===== src/rtl/imem_loader.sv =====
// imem_loader: assembles a little-endian byte stream into 32-bit words and writes
// them to consecutive word addresses of an instruction memory, holding the CPU
// while a session is in progress.
//
// Parameters:
//   MEMORY_SIZE  instruction memory depth in 32-bit words
//   CW           word-count width; 2**CW must exceed MEMORY_SIZE and CW+2 <= 32
//
// Ports:
//   clk, rst_n    clock and asynchronous active-low reset
//   start         one-cycle session request (honoured in IDLE or DONE only)
//   num_words     words to load, sampled on an accepted start
//   abort         synchronous cancel; takes priority over start
//   byte_valid    byte_data carries a stream byte
//   byte_data     stream byte
//   byte_ready    loader accepts a byte this cycle
//   mem_we        one-cycle memory write strobe
//   mem_addr      word-aligned byte address of the write
//   mem_wdata     write data
//   busy          session in progress
//   cpu_hold      hold PC/fetch while memory is rewritten
//   done          last session completed
//   error         last start rejected (num_words > MEMORY_SIZE)
module imem_loader #(
    parameter int unsigned MEMORY_SIZE = 32,
    parameter int unsigned CW          = 6
) (
    input  logic          clk,
    input  logic          rst_n,
    input  logic          start,
    input  logic [CW-1:0] num_words,
    input  logic          abort,
    input  logic          byte_valid,
    input  logic [7:0]    byte_data,
    output logic          byte_ready,
    output logic          mem_we,
    output logic [31:0]   mem_addr,
    output logic [31:0]   mem_wdata,
    output logic          busy,
    output logic          cpu_hold,
    output logic          done,
    output logic          error
);

    typedef enum logic [1:0] {StIdle, StLoad, StWrite, StDone} state_e;

    state_e        state_q;
    logic [1:0]    byte_idx_q;
    logic [CW-1:0] word_idx_q;
    logic [CW-1:0] num_words_q;
    // Only the first three bytes need buffering; the fourth goes straight to mem_wdata.
    logic [23:0]   word_buf_q;

    always_ff @(posedge clk or negedge rst_n) begin
        if (!rst_n) begin
            state_q     <= StIdle;
            byte_idx_q  <= 2'd0;
            word_idx_q  <= '0;
            num_words_q <= '0;
            word_buf_q  <= 24'h0;
            byte_ready  <= 1'b0;
            mem_we      <= 1'b0;
            mem_addr    <= 32'h0;
            mem_wdata   <= 32'h0;
            busy        <= 1'b0;
            cpu_hold    <= 1'b0;
            done        <= 1'b0;
            error       <= 1'b0;
        end else begin
            mem_we <= 1'b0;
            unique case (state_q)
                StIdle, StDone: begin
                    if (start && !abort) begin
                        done        <= 1'b0;
                        error       <= 1'b0;
                        byte_idx_q  <= 2'd0;
                        word_idx_q  <= '0;
                        num_words_q <= num_words;
                        if (num_words == '0) begin
                            state_q <= StDone;
                            done    <= 1'b1;
                        end else if (32'(num_words) > MEMORY_SIZE) begin
                            state_q <= StDone;
                            done    <= 1'b1;
                            error   <= 1'b1;
                        end else begin
                            state_q    <= StLoad;
                            byte_ready <= 1'b1;
                            busy       <= 1'b1;
                            cpu_hold   <= 1'b1;
                        end
                    end
                end
                StLoad: begin
                    if (abort) begin
                        // Partial word is dropped; done stays low.
                        state_q    <= StIdle;
                        byte_idx_q <= 2'd0;
                        byte_ready <= 1'b0;
                        busy       <= 1'b0;
                        cpu_hold   <= 1'b0;
                    end else if (byte_valid && byte_ready) begin
                        byte_idx_q <= byte_idx_q + 2'd1;
                        unique case (byte_idx_q)
                            2'd0: word_buf_q[7:0]   <= byte_data;
                            2'd1: word_buf_q[15:8]  <= byte_data;
                            2'd2: word_buf_q[23:16] <= byte_data;
                            default: begin
                                state_q    <= StWrite;
                                byte_ready <= 1'b0;
                                mem_we     <= 1'b1;
                                mem_wdata  <= {byte_data, word_buf_q};
                                mem_addr   <= 32'({word_idx_q, 2'b00});
                            end
                        endcase
                    end
                end
                StWrite: begin
                    // The write itself is already on the bus this cycle; abort only
                    // decides where we go next.
                    byte_idx_q <= 2'd0;
                    if (abort) begin
                        state_q  <= StIdle;
                        busy     <= 1'b0;
                        cpu_hold <= 1'b0;
                    end else if (word_idx_q + CW'(1) == num_words_q) begin
                        state_q  <= StDone;
                        done     <= 1'b1;
                        busy     <= 1'b0;
                        cpu_hold <= 1'b0;
                    end else begin
                        state_q    <= StLoad;
                        word_idx_q <= word_idx_q + CW'(1);
                        byte_ready <= 1'b1;
                    end
                end
                default: state_q <= StIdle;
            endcase
        end
    end

endmodule


===== config.mk =====
export PLATFORM = sky130hd
export DESIGN_NAME = imem_loader
export DESIGN_NICKNAME = d
export VERILOG_FILES = /design/src/rtl/imem_loader.sv
export SDC_FILE = /design/constraint.sdc
export NUM_CORES = 1
export LEC_CHECK = 0
export BUFFER_PORTS_ARGS = -buffer_cell sky130_fd_sc_hd__buf_2
export CAP_MARGIN = 20
export CORE_MARGIN = 5
export CORE_UTILIZATION = 44
export CTS_CLUSTER_DIAMETER = 100
export DETAILED_ROUTE_END_ITERATION = 7
export PLACE_DENSITY = 0.65
export SYNTH_ARGS = -nofsm -noshare
export SYNTH_HDL_FRONTEND = slang
export SYNTH_SLANG_ARGS = --single-unit
export TNS_END_PERCENT = 30

===== constraint.sdc =====
create_clock -name clk -period 5.2 [get_ports clk]
set_clock_uncertainty 0.05 [all_clocks]
set_input_delay 0.78 -clock clk [delete_from_list [all_inputs] [get_ports clk]]
set_output_delay 0.78 -clock clk [all_outputs]
set_load 0.05 [all_outputs]

==> flow_summary.rst <==
.. list-table::
   :header-rows: 1

   * - Metric
     - Value
   * - Result of the run
     - finished clean
   * - Count of input and output buffers
     - 62
   * - Row Count
     - 33
   * - Reg clk slew, reported paths
     - roughly 0.10 ns
   * - Final instance count without filler cells
     - 452
   * - Standard cell with the maximum stage delay on the critical path
     - sky130_fd_sc_hd__nand2_2
   * - Routability congestion estimate
     - roughly 0.8
   * - Arrival time worst endpoint
     - 2.61 ns
   * - Tot GR Track Use
     - 0.135
   * - Setup repair after global routing missed its margin
     - no
   * - Starting Density
     - 0.453
   * - Vias in the first global route
     - 2219
   * - Drt drc
     - 0
   * - Global-route wire length before repair
     - 10900 um
   * - Highest attainable clock frequency
     - around 400 MHz
   * - Sequential share of the synthesized area
     - 0.556
   * - Async SR Flop Fraction
     - 1.00
   * - Final global-route overflow total
     - 0
   * - Number of resized instances in the post-cts repair step
     - 0
   * - Synthesized area
     - around 3700 um^2
   * - Cell type with the largest total area after synthesis
     - sky130_fd_sc_hd__dfrtp_1
   * - WL per Instance
     - roughly 14 um
   * - Library cell used as clock root buffer
     - sky130_fd_sc_hd__clkbuf_8
   * - Number of buffers inserted by post-CTS setup repair
     - 0
   * - Die width
     - a little over 100 um
   * - Startpoint of the most critical setup path
     - state_q[1]
   * - DRT met1 WL
     - ~2900 um
   * - Top FF cell, synth
     - sky130_fd_sc_hd__dfrtp_1
   * - Area of the multi-input gates
     - 1490 um^2
   * - Reported max-cap violation count
     - 0
   * - Hold Buf Count CTS
     - 0
   * - Detailed-routing iteration count for the pre-antenna-repair pass
     - 4
   * - Net count reported at finish
     - around 370
   * - Num CTS Buffers
     - 9
   * - Total instance count after detailed placement
     - roughly 440
   * - Total Negative Setup Slacks
     - 0 ns
   * - Routed via count
     - roughly 2200
   * - CTS tree
     - yes
   * - #FFs+latches synth
     - 83
   * - Worst path max stage delay
     - 0.61 ns
   * - Power, Total
     - 0.00184 W
   * - Critical path fanouts, max
     - 39
   * - Maximum number of pins on one net before global-route repair
     - 84
   * - Count of H-tree levels built during CTS
     - 3
   * - Largest buffer count on any clock path
     - 2
   * - Place WS
     - 2.42 ns
   * - Fraction of final layout cells sized beyond drive strength 1
     - 0.429
   * - Headroom to the max-slew limit
     - 0.391
   * - List of cells traversed by the critical path
     - inv_1, ha_1, nand2b_1, nor2_1, nand2_2, mux2_2
   * - Peak supply drop
     - ~0.20 mV
   * - Final Max Slew Viols
     - 0
   * - Worst R2R Start
     - state_q[1]
   * - Detailed-placement wirelength estimate
     - 4540 um
   * - Synth top area cells
     - sky130_fd_sc_hd__dfrtp_1, sky130_fd_sc_hd__mux2_2, sky130_fd_sc_hd__buf_4
   * - Power density of the placed cells
     - between 400 and 500 nW/um^2
   * - Kind of end point of the critical path
     - flip-flop
   * - Antenna diode count
     - 0
   * - Class of the tightest hold or removal check
     - primary input to asynchronous set/reset pin
   * - Worst slew pin tran
     - 0.911 ns
   * - Final wirelength
     - 6500 um
   * - Number of flops mapped to enable cells by yosys
     - 0
   * - Die ar.
     - 10400 um^2
   * - Routed met2 length
     - 3030 um
   * - Core Area
     - 8260 um^2
   * - Antenna violations before repair
     - 0
   * - Detailed router's first-iteration violation count
     - 62
   * - Utilization of the core after routing
     - 0.517
   * - Fillers
     - roughly 750
   * - Start-to-end type of the worst setup path
     - flip-flop to flip-flop
   * - Avg Vias per Cell
     - 4.88
   * - DIE HEIGHT
     - between 100 and 150 um
   * - Post-route clock period utilization
     - 0.467
   * - Clock period minus worst slack
     - 2.43 ns
   * - Count of nets left with antenna violations after detail routing
     - 0
   * - Distinct cell type count after synthesis
     - 41
   * - Startpoint Class
     - flip-flop
   * - Signed area change from the synthesized netlist to the final layout
     - 14.1%
   * - Routed length on met3
     - 408 um
   * - Number of sinks driven by the clock tree
     - 83
   * - Number of instances in the synthesized netlist
     - 277
   * - Setup-failing EPs final
     - 0
   * - Post-synth top area share
     - 0.556
   * - Post-synthesis average cell area
     - 13.5 um^2
   * - Area used by sequential logic in the layout
     - around 2100 um^2
   * - Number of top-level pins
     - just under 90
   * - Clock latency of the later-clocked register in the worst-skew pair
     - roughly 0.35 ns
   * - PnR worst setup slack
     - 2.77 ns
   * - Register-to-register setup slack
     - 2.77 ns
   * - CP required
     - 5.38 ns
   * - Leakage Power
     - between 2 and 2.5 nW
   * - Max Used Layer
     - met4
   * - Number of failing hold endpoints at the final stage
     - 0
   * - Yosys warns
     - 0
critical path, delay by kind of cell, from the launching register on:
kind | cells | cell delay [ns]
fa+ha+maj | 1 | 0.21
buf+inv | 1 | 0.06
simple gates | 3 | 1.08
flops | 1 | 0.41
mux | 1 | 0.49
Yosys cell counts, types with 2 or more instances:
cell type,number
sky130_fd_sc_hd__a21oi_1,2
sky130_fd_sc_hd__ha_1,7
sky130_fd_sc_hd__xnor2_1,4
sky130_fd_sc_hd__clkbuf_1,3
sky130_fd_sc_hd__a31oi_1,3
sky130_fd_sc_hd__a211o_1,3
sky130_fd_sc_hd__nor2b_1,3
sky130_fd_sc_hd__a32o_1,2
sky130_fd_sc_hd__dfrtp_1,83
sky130_fd_sc_hd__mux2i_1,2
sky130_fd_sc_hd__o2bb2ai_1,3
sky130_fd_sc_hd__xor2_1,4
sky130_fd_sc_hd__nor3_1,2
sky130_fd_sc_hd__buf_2,3
sky130_fd_sc_hd__buf_4,27
sky130_fd_sc_hd__nand2_1,15
sky130_fd_sc_hd__nor3b_1,2
sky130_fd_sc_hd__o21ai_0,6
sky130_fd_sc_hd__inv_1,7
sky130_fd_sc_hd__nand2b_1,2
sky130_fd_sc_hd__nor2_1,7
sky130_fd_sc_hd__nand3_1,2
sky130_fd_sc_hd__mux2_2,67
flip-flops by register name (all words and copies together) (netlist names), 2 cells and up:
| name | cells |
|---|---|
| state_q | 2 |
| byte_idx_q | 2 |
| word_buf_q | 24 |
| mem_addr | 6 |
| mem_wdata | 32 |
| num_words_q | 6 |
| word_idx_q | 6 |
path summary, 6_finish.rpt:
check / end / cells after the start
worst max-delay path: mem_wdata[30] / 6
min in group clk: error / 2
max in group asynchronous: word_buf_q[22] / 2
worst max register to register: mem_wdata[30] / 6
worst min register to register: error / 2
worst min-delay path: mem_wdata[11] / 1
final cells by class:
type / instances / share of cell area
Timing Repair Buffer: 63 / 0.0798
Clock inverter: 6 / 0.0170
Multi-Input combinational cell: 178 / 0.350
Tap cell: 105 / 0.0308
Clock buffer: 10 / 0.0299
Inverter: 7 / 0.00616
Sequential cell: 83 / 0.487
cell usage in the layout (no fill, tap or decap), types with 2 or more instances in the layout:
cell / instances
sky130_fd_sc_hd__a211o_1: 3
sky130_fd_sc_hd__a21oi_1: 2
sky130_fd_sc_hd__a31oi_1: 3
sky130_fd_sc_hd__a32o_1: 2
sky130_fd_sc_hd__buf_2: 61
sky130_fd_sc_hd__clkbuf_8: 9
sky130_fd_sc_hd__clkinv_4: 2
sky130_fd_sc_hd__conb_1: 26
sky130_fd_sc_hd__dfrtp_1: 83
sky130_fd_sc_hd__ha_1: 7
sky130_fd_sc_hd__inv_1: 7
sky130_fd_sc_hd__inv_6: 2
sky130_fd_sc_hd__mux2_2: 67
sky130_fd_sc_hd__mux2i_1: 2
sky130_fd_sc_hd__nand2_1: 14
sky130_fd_sc_hd__nand2b_1: 2
sky130_fd_sc_hd__nand3_1: 2
sky130_fd_sc_hd__nor2_1: 7
sky130_fd_sc_hd__nor2b_1: 3
sky130_fd_sc_hd__nor3_1: 2
sky130_fd_sc_hd__nor3b_1: 2
sky130_fd_sc_hd__o21ai_0: 6
sky130_fd_sc_hd__o2bb2ai_1: 3
sky130_fd_sc_hd__xnor2_1: 4
sky130_fd_sc_hd__xor2_1: 4
cell families after synthesis:
logic type | count (synthesis) | share of synthesized area
multiplexers | 69 | 0.207
flip-flops | 83 | 0.556
buffers and inverters | 41 | 0.0713
XOR/XNOR | 10 | 0.0311
AND/OR/NAND/NOR | 39 | 0.0522
adder cells (fa/ha/maj) | 7 | 0.0234
other | 1 | 0.00100
AO/OA/AOI/OAI | 27 | 0.0582
metrics by stage:
step	hold WS [ns]	instance area [um^2]
after global routing	0.329	4270
final	0.310	4270
after CTS	0.441	4240
after global placement	0.408	4040
after detailed placement	0.420	4040
after floorplan	0.419	3830
where the power goes:
part           total (W)  switching, W  internal (W)
Sequential      0.000841     0.0000732      0.000768
Clock           0.000469      0.000242      0.000227
Combinational   0.000529      0.000315      0.000215
Total            0.00184      0.000629       0.00121
metal layers:
layer / vias up / track usage
li1: 1050 / -
met1: 1085 / 0.184
met2: 60 / 0.204
met3: 11 / 0.0382
met4: 0 / 0.0575
met5: - / 0
Power figures use the tool's default switching activity.
